===== src/rtl/stdout_uart_tx.sv =====
// Console transmitter: byte stores to the stdout window are queued in a FIFO
// and drained onto an 8N1 serial line. A status word is readable at base+8.
package stdout_uart_pkg;
    typedef enum logic [1:0] {
        NO_STORE    = 2'd0,
        STORE_BYTE  = 2'd1,
        STORE_WORD  = 2'd2,
        STORE_DWORD = 2'd3
    } mem_store_type_t;

    localparam logic [63:0] STDOUT_BASE_ADDR = 64'h0000_0000_1000_0000;
endpackage

module stdout_uart_tx
    import stdout_uart_pkg::*;
#(
    parameter int DEPTH        = 8,
    parameter int CLKS_PER_BIT = 16
) (
    input  logic            clock,
    input  logic            reset_n,
    input  logic [63:0]     addr,
    input  mem_store_type_t mem_store_type,
    input  logic [63:0]     w_data,
    output logic [63:0]     r_data,
    output logic            tx,
    output logic            tx_busy,
    output logic            fifo_full,
    output logic            overflow
);
    localparam int AW = $clog2(DEPTH);
    localparam int CW = AW + 1;
    localparam int BW = $clog2(CLKS_PER_BIT);
    localparam logic [CW-1:0] DEPTH_C   = CW'(DEPTH);
    localparam logic [BW-1:0] BAUD_LAST = BW'(CLKS_PER_BIT - 1);

    typedef enum logic [1:0] {IDLE, START, DATA, STOP} state_t;

    state_t        state;
    logic [BW-1:0] baud;
    logic [2:0]    bit_idx;
    logic [7:0]    shift_reg;
    logic [7:0]    fifo_mem [DEPTH];
    logic [AW-1:0] wr_ptr;
    logic [AW-1:0] rd_ptr;
    logic [CW-1:0] count;
    logic          overflow_r;
    logic          tx_r;

    logic       in_data_win;
    logic       in_status_win;
    logic       push_req;
    logic       push_ok;
    logic       clr_ovf;
    logic       pop;
    logic       baud_end;
    logic       shift_adv;
    logic       empty;
    logic [7:0] cnt8;
    logic       unused_w_data;

    assign in_data_win   = (addr >= STDOUT_BASE_ADDR) &&
                           (addr <  STDOUT_BASE_ADDR + 64'd8);
    assign in_status_win = (addr >= STDOUT_BASE_ADDR + 64'd8) &&
                           (addr <  STDOUT_BASE_ADDR + 64'd16);

    // Space is judged on the pre-edge count; a same-cycle pop does not help.
    assign push_req  = in_data_win && (mem_store_type == STORE_BYTE);
    assign push_ok   = push_req && (count < DEPTH_C);
    assign clr_ovf   = in_status_win && (mem_store_type != NO_STORE);
    assign pop       = (state == IDLE) && (count != '0);
    assign baud_end  = (baud == BAUD_LAST);
    assign shift_adv = (state == DATA) && baud_end && (bit_idx != 3'd7);

    assign unused_w_data = ^w_data[63:8];

    // Payload storage carries no reset; only the control state below does.
    always_ff @(posedge clock) begin
        if (push_ok) begin
            fifo_mem[wr_ptr] <= w_data[7:0];
        end
        if (pop) begin
            shift_reg <= fifo_mem[rd_ptr];
        end else if (shift_adv) begin
            shift_reg <= {1'b0, shift_reg[7:1]};
        end
    end

    always_ff @(posedge clock or negedge reset_n) begin
        if (!reset_n) begin
            wr_ptr     <= '0;
            rd_ptr     <= '0;
            count      <= '0;
            overflow_r <= 1'b0;
            state      <= IDLE;
            baud       <= '0;
            bit_idx    <= '0;
            tx_r       <= 1'b1;
        end else begin
            if (push_ok) begin
                wr_ptr <= wr_ptr + 1'b1;
            end
            if (pop) begin
                rd_ptr <= rd_ptr + 1'b1;
            end
            case ({push_ok, pop})
                2'b10:   count <= count + 1'b1;
                2'b01:   count <= count - 1'b1;
                default: count <= count;
            endcase

            if (push_req && !push_ok) begin
                overflow_r <= 1'b1;
            end else if (clr_ovf) begin
                overflow_r <= 1'b0;
            end

            // tx is registered alongside the state so it changes on the transition edge.
            case (state)
                IDLE: begin
                    tx_r <= 1'b1;
                    if (pop) begin
                        state <= START;
                        baud  <= '0;
                        tx_r  <= 1'b0;
                    end
                end
                START: begin
                    if (baud_end) begin
                        state   <= DATA;
                        baud    <= '0;
                        bit_idx <= '0;
                        tx_r    <= shift_reg[0];
                    end else begin
                        baud <= baud + 1'b1;
                    end
                end
                DATA: begin
                    if (baud_end) begin
                        baud <= '0;
                        if (bit_idx == 3'd7) begin
                            state <= STOP;
                            tx_r  <= 1'b1;
                        end else begin
                            bit_idx <= bit_idx + 1'b1;
                            tx_r    <= shift_reg[1];
                        end
                    end else begin
                        baud <= baud + 1'b1;
                    end
                end
                STOP: begin
                    tx_r <= 1'b1;
                    if (baud_end) begin
                        state <= IDLE;
                        baud  <= '0;
                    end else begin
                        baud <= baud + 1'b1;
                    end
                end
                default: begin
                    state <= IDLE;
                    tx_r  <= 1'b1;
                end
            endcase
        end
    end

    assign empty     = (count == '0);
    assign cnt8      = 8'(count);
    assign tx        = tx_r;
    assign tx_busy   = (state != IDLE);
    assign fifo_full = (count == DEPTH_C);
    assign overflow  = overflow_r;
    assign r_data    = {52'd0, overflow_r, tx_busy, fifo_full, empty, cnt8};

endmodule


===== config.mk =====
export PLATFORM = sky130hd
export DESIGN_NAME = stdout_uart_tx
export DESIGN_NICKNAME = d
export VERILOG_FILES = /design/src/rtl/stdout_uart_tx.sv
export SDC_FILE = /design/constraint.sdc
export NUM_CORES = 1
export LEC_CHECK = 0
export ABC_AREA = 1
export BUFFER_PORTS_ARGS = -buffer_cell sky130_fd_sc_hd__clkbuf_2
export CAP_MARGIN = 20
export CORE_ASPECT_RATIO = 1.5
export CORE_UTILIZATION = 40
export CTS_CLUSTER_DIAMETER = 200
export DETAILED_ROUTE_END_ITERATION = 10
export GPL_ROUTABILITY_DRIVEN = 0
export PLACE_DENSITY = 0.71
export SLEW_MARGIN = 20
export SYNTH_ARGS = -nofsm -noshare
export SYNTH_HDL_FRONTEND = slang
export SYNTH_SLANG_ARGS = --single-unit
export TNS_END_PERCENT = 1

===== constraint.sdc =====
create_clock -name clock -period 3 [get_ports clock]
set_clock_uncertainty 0.1 [all_clocks]
set_input_delay 0.6 -clock clock [delete_from_list [all_inputs] [get_ports clock]]
set_output_delay 0.6 -clock clock [all_outputs]
set_load 0.005 [all_outputs]

==> results of run 1 <==
[critical path, delay by kind of cell]
| family | cells | cell delay (ns) |
|---|---|---|
| AO/OA/AOI/OAI | 2 | 0.21 |
| XOR/XNOR | 1 | 0.17 |
| buffers and inverters | 2 | 0.14 |
| adder cells (fa/ha/maj) | 2 | 0.47 |
| AND/OR/NAND/NOR | 10 | 1.12 |
[layer usage]
metal / vias up / wire, um / global-route usage, %
li1: 1781 / - / -
met1: 1636 / 3547 / 15.35
met2: 111 / 5042 / 28.72
met3: 13 / 286 / 2.208
met4: 0 / 220 / 9.288
met5: - / 0 / 0
[cell type report]
| class | instances | share of cell area (%) |
|---|---|---|
| well taps | 153 | 3.405 |
| inverters | 43 | 2.870 |
| multi-input cells | 356 | 31.46 |
| clock inverters | 7 | 1.357 |
| clock buffers | 9 | 4.005 |
| repair buffers | 96 | 9.079 |
| flip-flops and latches | 93 | 47.82 |
[synth_stat cells (8+ instances only)]
cell       n  share of area [%]
o22ai_1    8                1.0
ha_1      13                3.3
dfrtp_1   20                 10
nand2_1   73                5.6
o21ai_0   41                4.2
inv_1     39                3.0
xor2_1     8                1.4
a21oi_1    8               0.82
edfxtp_1  72                 44
nor2_1    95                7.3
o211ai_1   9                1.4
nand3_1   12                1.2
clkbuf_1   8               0.61
buf_4     60                9.2
[final timing paths]
kind | endpoint | slack (ns)
worst min-delay path | count[1] | 0.12
min in group clock | tx | 0.39
max in group asynchronous | tx | 2.30
worst max register to register | count[2] | 0.77
worst min register to register | tx | 0.39
worst max-delay path | count[2] | 0.44
[cells in the final DEF, fill, tap and decap left out, drive strengths merged, types with 12 or more instances in the layout]
cell type	n
nor2	98
clkbuf	93
nand2	76
edfxtp	72
conb	56
inv	47
o21ai	42
dfrtp	20
ha	13
nand3	13
buf	12
[cells by family (layout without fill, tap and decap cells)]
logic type               Yosys count  in the layout  share of synthesized area [%]
XOR/XNOR                           9              9                          1.608
AO/OA/AOI/OAI                     78             78                          9.467
multiplexers                       1              1                         0.2296
adder cells (fa/ha/maj)           13             13                          3.317
flip-flops                        93             93                          54.84
other                              1             56                        0.07648
AND/OR/NAND/NOR                  199            199                          17.17
buffers and inverters            113            155                          13.29
[power breakdown]
group          total (mW)   switching [mW]  internal (mW)
registers            1.39  0.0000000000589           1.39
clock network        1.12            0.525          0.592
logic               0.104           0.0606         0.0431
==> flow_summary_export.csv, run 1 <==
group,metric,value,unit
outcome,run_status,"complete, no violations",
route,firstDrtPassIters,4,
final_layout,fin_cells,757,
final_layout,syn_to_final_growth,14.67,%
clock_tree,ctsHoldBuffers,0,
synthesis,synthFlopType,"edfxtp_1",
clock_tree,cts_buffer_depth,2,
worst_hold_path,hold_path_class,"input port to asynchronous set/reset pin",
final_layout,fin_area,0.005623,mm^2
grt,grt_overflow,0,
setup_path,r2r_cells,12,
sta,tns,0,ns
sta,slew_headroom,41.60,%
floorplanning,rows,49,
sta,rsz0062_at_grt,"no",
clock_tree,cts_tree,"done",
clock_tree,clock_latency,0.35,ns
run,maxCapViolCount,0,
sta,timing.final.ws_setup,0.4415,ns
final_layout,largest_register_ffs,64,
sta,fmax,390.9,MHz
route,totalWireLength,9096,um
final_layout,diodes,0,
synthesis,synth_edf_count,72,
sta,finalCriticalPeriod,2.558,ns
synthesis,netlist_area,0.004903,mm^2
sta,hold-worst-slack,0.1233,ns
final_layout,nFillCells,1098,
clock_tree,root_buffer,"clkbuf_16",
power_and_ir_drop,power.total,2.606,mW
clock_tree,cts.sinks,93,
synthesis,postSynthAreaPerCell,9.672,um^2
final_layout,seq_area,0.002689,mm^2
sta,worst_pin_slew,0.8750,ns
floorplanning,die_w,92.40,um
sta,drv_slew,0,
route,drtAntennaViolNets,0,
setup_path,end_kind,"register",
synthesis,synthArstFlopShare,22.58,%
route,wire_per_inst,12.02,um
power_and_ir_drop,ir_drop,292.0,uV
setup_path,arrival,2.72,ns
synthesis,synthCells,507,
setup_path,max_stage_delay,0.29,ns
clock_tree,cts-resized-gates,0,
setup_path,crit_fanout,5,
place,postPlaceCellArea,0.005321,mm^2
route,num_vias,3541,
setup_path,reg2reg_from,"state[0]",
floorplanning,start_util,41.02,%
grt,grt_pass1_vias,3277,
grt,grt_max_degree,35,
setup_path,startpoint,"addr[27]",
sta,period_share,85.28,%
route,viasPerCell,4.678,
grt,globalRouteTotalUtil,15.12,%
sta,hold_violations,0,
route,drc_errors,0,
place,dp_hpwl,6649,um
synthesis,ys_warn_count,0,
setup_path,start_kind,"input port",
place,portBuffers,84,
clock_tree,cts-htree-levels,3,
floorplanning,die-area,0.01271,mm^2
route,first_iter_violations,170,
power_and_ir_drop,p_per_area,463.5,mW/mm^2
clock_tree,cts_buffers,9,
synthesis,yosysSeqAreaShare,54.84,%
final_layout,multiInputGateArea,0.001769,mm^2
grt,grt_pass1_wl,14720,um
place,dp_cells,741,
setup_path,cp_slowest_cell,"ha_1",
setup_path,critPathRequiredTime,3.16,ns
grt,antenna_found_initial,0,
floorplanning,core,0.01196,mm^2
floorplanning,die_y,137.6,um
place,place_ws,0.07698,ns
final_layout,fin_nets,744,
floorplanning,io_pins,200,
synthesis,yosysUniqueCellTypes,37,
synthesis,ys_ff_latch,93,
setup_path,critPathKind,"input port to register",
sta,finalSetupViolations,0,
clock_tree,cts.clk_slew.worst_paths,0.07,ns
final_layout,final_util,47.03,%
setup_path,critical_path.cell_chain,"clkbuf_2, nor2_1, nand2_1, nor2_1, nand2_1, nand2_2, nand2_2, nor2_4, nand3_2, ha_1, nand2_1, inv_1, nor2_1, ha_1, a21oi_1, xor2_1, o21ai_0",
power_and_ir_drop,p_leak,2.474,nW
clock_tree,cts_setup_buffers,0,
final_layout,drive_gt1_share,21.19,%
(Power assumes the default switching activity.)
==> inputs of run 2 (changes only) <==
Settings changed: GPL_TIMING_DRIVEN from default to 0, REMOVE_ABC_BUFFERS from default to 1, TNS_END_PERCENT 1 to default.
==> flow_summary_export.csv, run 2 (synthesis results as in run 1) <==
group,metric,value,unit
setup_path,start_kind,"input port",
final_layout,layout_commonest_cell,"nor2_1",
sta,finalSetupViolations,0,
setup_path,end_kind,"register",
sta,finalCriticalPeriod,2.525,ns
clock_tree,cts_buffers,9,
final_layout,syn_to_final_growth,13.19,%
final_layout,multiInputGateArea,0.001774,mm^2
place,dp_hpwl,6569,um
clock_tree,root_buffer,"clkbuf_16",
sta,rsz0062_at_grt,"no",
route,drtAntennaViolNets,0,
grt,antenna_found_initial,0,
setup_path,critPathKind,"input port to register",
route,wire_per_inst,12.39,um
floorplanning,rows,49,
route,drc_errors,0,
clock_tree,cts_buffer_depth,2,
setup_path,max_stage_delay,0.28,ns
clock_tree,cts-htree-levels,3,
power_and_ir_drop,intPower,2.097,mW
clock_tree,cts_tree,"done",
power_and_ir_drop,swShare,21.46,%
floorplanning,core,0.01196,mm^2
power_and_ir_drop,seqPwrFrac,51.9,%
run,maxCapViolCount,0,
clock_tree,cts.clk_slew.worst_paths,0.07,ns
clock_tree,clock_latency,0.34,ns
place,dp_cells,729,
route,first_iter_violations,172,
floorplanning,io_pins,200,
grt,grt_max_degree,36,
place,portBuffers,84,
power_and_ir_drop,p_per_area,481.1,mW/mm^2
sta,fmax,396.0,MHz
sta,slew_headroom,38.77,%
floorplanning,start_util,41.02,%
clock_tree,ctsHoldBuffers,0,
final_layout,largest_register_ffs,64,
setup_path,critical_path.cell_chain,"clkbuf_2, nor2_1, nand2_1, nor2_1, nand2_1, nor2_4, nand2_2, nor2_4, nand3_2, ha_1, nand2_1, inv_1, nor2_1, ha_1, mux2_2",
floorplanning,die-area,0.01271,mm^2
final_layout,fin_nets,732,
sta,drv_slew,0,
grt,grt_pass1_wl,14600,um
final_layout,nFillCells,1073,
route,viasPerCell,4.834,
sta,hold_violations,0,
route,num_vias,3601,
grt,grt_overflow,0,
worst_hold_path,hold_path_class,"input port to asynchronous set/reset pin",
grt,grt_pass1_vias,3326,
power_and_ir_drop,pwr-share-clk,44.3,%
sta,worst_pin_slew,0.9150,ns
route,totalWireLength,9234,um
power_and_ir_drop,ir_drop,347.8,uV
final_layout,fin_cells,745,
setup_path,crit_fanout,5,
clock_tree,cts.sinks,93,
route,firstDrtPassIters,4,
grt,globalRouteTotalUtil,15.05,%
outcome,run_status,"complete, no violations",
sta,tns,0,ns
floorplanning,die_w,92.40,um
sta,period_share,84.18,%
power_and_ir_drop,p_sw,0.5731,mW
final_layout,mostFrequentLayoutCells,"nor2_1 (95), clkbuf_2 (84), nand2_1 (73)",
floorplanning,die_y,137.6,um
setup_path,arrival,2.65,ns
final_layout,drive_gt1_share,19.76,%
final_layout,diodes,0,
setup_path,cp_slowest_cell,"ha_1",
final_layout,seq_area,0.002690,mm^2
power_and_ir_drop,p_leak,2.417,nW
setup_path,critPathRequiredTime,3.12,ns
clock_tree,cts_setup_buffers,0,
power_and_ir_drop,combinationalPowerShare,3.8,%
[run 2: critical path, delay by kind of cell]
family / cells / cell delay, ns
fa+ha+maj: 2 / 0.53
buf+inv: 2 / 0.13
mux: 1 / 0.26
simple gates: 10 / 1.13
[run 2: final cells by class]
class	count	area share, %
multi-input combinational	356	31.97
inverter	43	2.908
sequential	93	48.47
clock buffer	9	4.058
timing repair buffer	84	7.574
tap	153	3.449
clock inverter	7	1.578
[run 2: power groups by stage]
stage               logic, mW  clock network [mW]  registers [mW]
floorplan              0.0378                   0            1.41
global placement       0.0992                   0            1.41
detailed placement      0.103                   0            1.41
CTS                     0.103                1.18            1.39
global route            0.121                1.24            1.39
finish                  0.103                1.18            1.39
[run 2: metal layers]
metal	vias up	GRT usage, %	share of wire (%)
met2	199	27.86	53
met5	-	0	0
met4	0	9.028	2.7
li1	1759	-	-
met1	1622	15.26	38
met3	21	3.366	6.7
[run 2: what timing repair did]
action | 4_1_cts | 5_1_grt
setup endpoints to repair | 0 | 2
endpoints found under the hold margin | 0 | 0
gates resized for setup | 0 | 1
[run 2: through the flow]
step	hold slack (ns)	worst slack, ns	total power [mW]	util (%)	instance area, um^2
detailed placement	0.3833	0.04010	1.517	43.76	5231
global route	0.1623	0.2088	2.745	46.43	5550
floorplan	0.2044	0.4073	1.452	-	4619
finish	0.1286	0.4746	2.670	46.43	5550
global placement	0.3802	0.1403	1.513	43.76	5231
CTS	0.1443	0.08538	2.673	46.37	5544
[run 2: path summary, 6_finish.rpt]
path                           from   endpoint  slack, ns  depth (start not counted)
max in group asynchronous   reset_n  rd_ptr[0]       2.28                          1
min                         reset_n   count[1]       0.13                          1
min in group clock               tx         tx       0.39                          2
max                        addr[54]   count[1]       0.47                         15
max reg2reg                state[1]   count[2]       0.48                         12
min reg2reg                      tx         tx       0.39                          2
==> inputs of run 3 (changes only) <==
Settings changed: PLACE_DENSITY 0.71 to 0.74.
Clock period 3 ns to 2.3 ns, I/O delays scaled along.
==> flow_summary_export.csv, run 3 (synthesis results as in run 1) <==
group,metric,value,unit
setup_path,reg2reg_from,"rd_ptr[0]",
place,portBuffers,84,
clock_tree,cts.sinks,93,
power_and_ir_drop,ir_drop,395.3,uV
setup_path,arrival,2.17,ns
sta,hold-worst-slack,-0.01168,ns
final_layout,fin_cells,755,
power_and_ir_drop,p_leak,2.440,nW
power_and_ir_drop,power.total,3.343,mW
grt,grt_max_degree,37,
clock_tree,cts.clk_slew.worst_paths,0.07,ns
final_layout,fin_nets,742,
final_layout,syn_to_final_growth,16.56,%
sta,hold_violations,19,
route,viasPerCell,4.928,
setup_path,critPathRequiredTime,2.18,ns
route,drtAntennaViolNets,0,
setup_path,end_kind,"register",
clock_tree,cts-htree-levels,3,
sta,finalCriticalPeriod,2.287,ns
sta,drv_slew,0,
final_layout,layout_commonest_cell,"clkbuf_2",
route,num_vias,3721,
sta,rsz0062_at_grt,"yes",
setup_path,crit_fanout,8,
final_layout,diodes,0,
route,firstDrtPassIters,5,
sta,fmax,437.2,MHz
floorplanning,die_w,92.40,um
run,maxCapViolCount,0,
clock_tree,cts_buffer_depth,2,
setup_path,r2r_setup_slack,0.18,ns
grt,antenna_found_initial,0,
floorplanning,die_y,137.6,um
floorplanning,core,0.01196,mm^2
sta,finalSetupViolations,0,
place,postPlaceCellArea,0.005231,mm^2
final_layout,fin_area,0.005715,mm^2
final_layout,largest_register_ffs,64,
final_layout,nFillCells,1054,
setup_path,r2r-end,"shift_reg[3]",
grt,grt_overflow,0,
grt,globalRouteTotalUtil,15.65,%
grt,grt_pass1_vias,3374,
clock_tree,cts_buffers,9,
clock_tree,root_buffer,"clkbuf_16",
clock_tree,cts_tree,"done",
floorplanning,die-area,0.01271,mm^2
route,drc_errors,0,
route,totalWireLength,9908,um
floorplanning,start_util,41.02,%
sta,period_share,99.45,%
sta,timing.final.ws_setup,0.01257,ns
grt,grt_pass1_wl,15150,um
outcome,run_status,"finished with violations",
sta,worst_pin_slew,0.7124,ns
route,wire_per_inst,13.12,um
setup_path,r2r_cells,5,
final_layout,drive_gt1_share,26.25,%
setup_path,start_kind,"input port",
floorplanning,rows,49,
place,place_ws,-0.6908,ns
place,dp_hpwl,6601,um
clock_tree,ctsHoldBuffers,0,
sta,slew_headroom,52.51,%
final_layout,mostFrequentLayoutCells,"clkbuf_2 (84), nor2_1 (75), edfxtp_1 (72)",
worst_hold_path,hold_path_class,"input port to asynchronous set/reset pin",
outcome,violations,"negative hold slack",
floorplanning,io_pins,200,
setup_path,critPathKind,"input port to register",
clock_tree,clock_latency,0.34,ns
place,dp_cells,729,
power_and_ir_drop,p_per_area,585.0,mW/mm^2
route,first_iter_violations,275,
[run 3: changes by cell type in the layout (fill, tap and decap cells not counted), sizes merged]
cell      delta
buf          +9
clkinvlp     +5
inv          -4
bufinv       -1
clkinv       +1
[run 3: worst max path at each step]
stage / startpoint / depth (start not counted) / slack [ns] / end
2_1_floorplan: addr[53] / 14 / -0.15 / count[1]
3_3_place_gp: rd_ptr[0] / 5 / -0.54 / shift_reg[3]
3_5_place_dp: rd_ptr[0] / 5 / -0.69 / shift_reg[4]
4_1_cts: addr[61] / 10 / -0.05 / fifo_mem[3][4]
5_1_grt: addr[43] / 12 / -0.10 / fifo_mem[6][3]
6_report: addr[43] / 12 / 0.01 / fifo_mem[4][3]
[run 3: worst max-delay path, cell delays in order]
cell	delay (ns)
clkbuf_2	0.08
nor2_2	0.09
nand2_1	0.05
nor2_1	0.13
nand2_2	0.09
nor2_4	0.14
nand2_2	0.09
nor2_4	0.18
buf_4	0.14
buf_4	0.10
nand4_4	0.12
nor2_2	0.49
[run 3: per-stage QoR]
stage,setup TNS [ns],utilization (%)
final,0,47.81
after global routing,-2.682,47.81
after CTS,-0.7247,46.67
after detailed placement,-34.17,43.76
after global placement,-30.47,43.76
after floorplan,-0.3755,-
[run 3: layer usage]
| layer | part of all wire (%) | track usage, % | vias up | routed length, um |
|---|---|---|---|---|
| li1 | - | - | 1772 | - |
| met1 | 36 | 15.70 | 1737 | 3554 |
| met2 | 56 | 30.33 | 199 | 5538 |
| met3 | 6.5 | 2.815 | 13 | 644 |
| met4 | 1.7 | 7.986 | 0 | 170 |
| met5 | 0 | 0 | - | 0 |
[run 3: where the power goes]
part | total, mW | switching, mW | internal [mW] | leakage [nW]
combinational | 0.142 | 0.0839 | 0.0579 | 1.40
sequential | 1.81 | 0.0000000000972 | 1.81 | 0.907
clock | 1.39 | 0.646 | 0.747 | 0.134
[run 3: layout make-up]
class,instances,area (um^2),area share [%]
Clock buffer,9,225.2,3.940
Clock inverter,7,57.56,1.007
Inverter,43,168.9,2.955
Multi-Input combinational cell,356,1884,32.97
Sequential cell,93,2693,47.11
Tap cell,153,191.4,3.349
Timing Repair Buffer,93,488.0,8.538
Timing Repair inverter,1,7.507,0.1313
[run 3: repair_timing]
| item | CTS | global route |
|---|---|---|
| gates cloned | 1 | 0 |
| gates resized for setup | 16 | 24 |
| endpoints found under the setup margin | 83 | 29 |
| pin swaps | 2 | 10 |
| setup buffers | 2 | 7 |
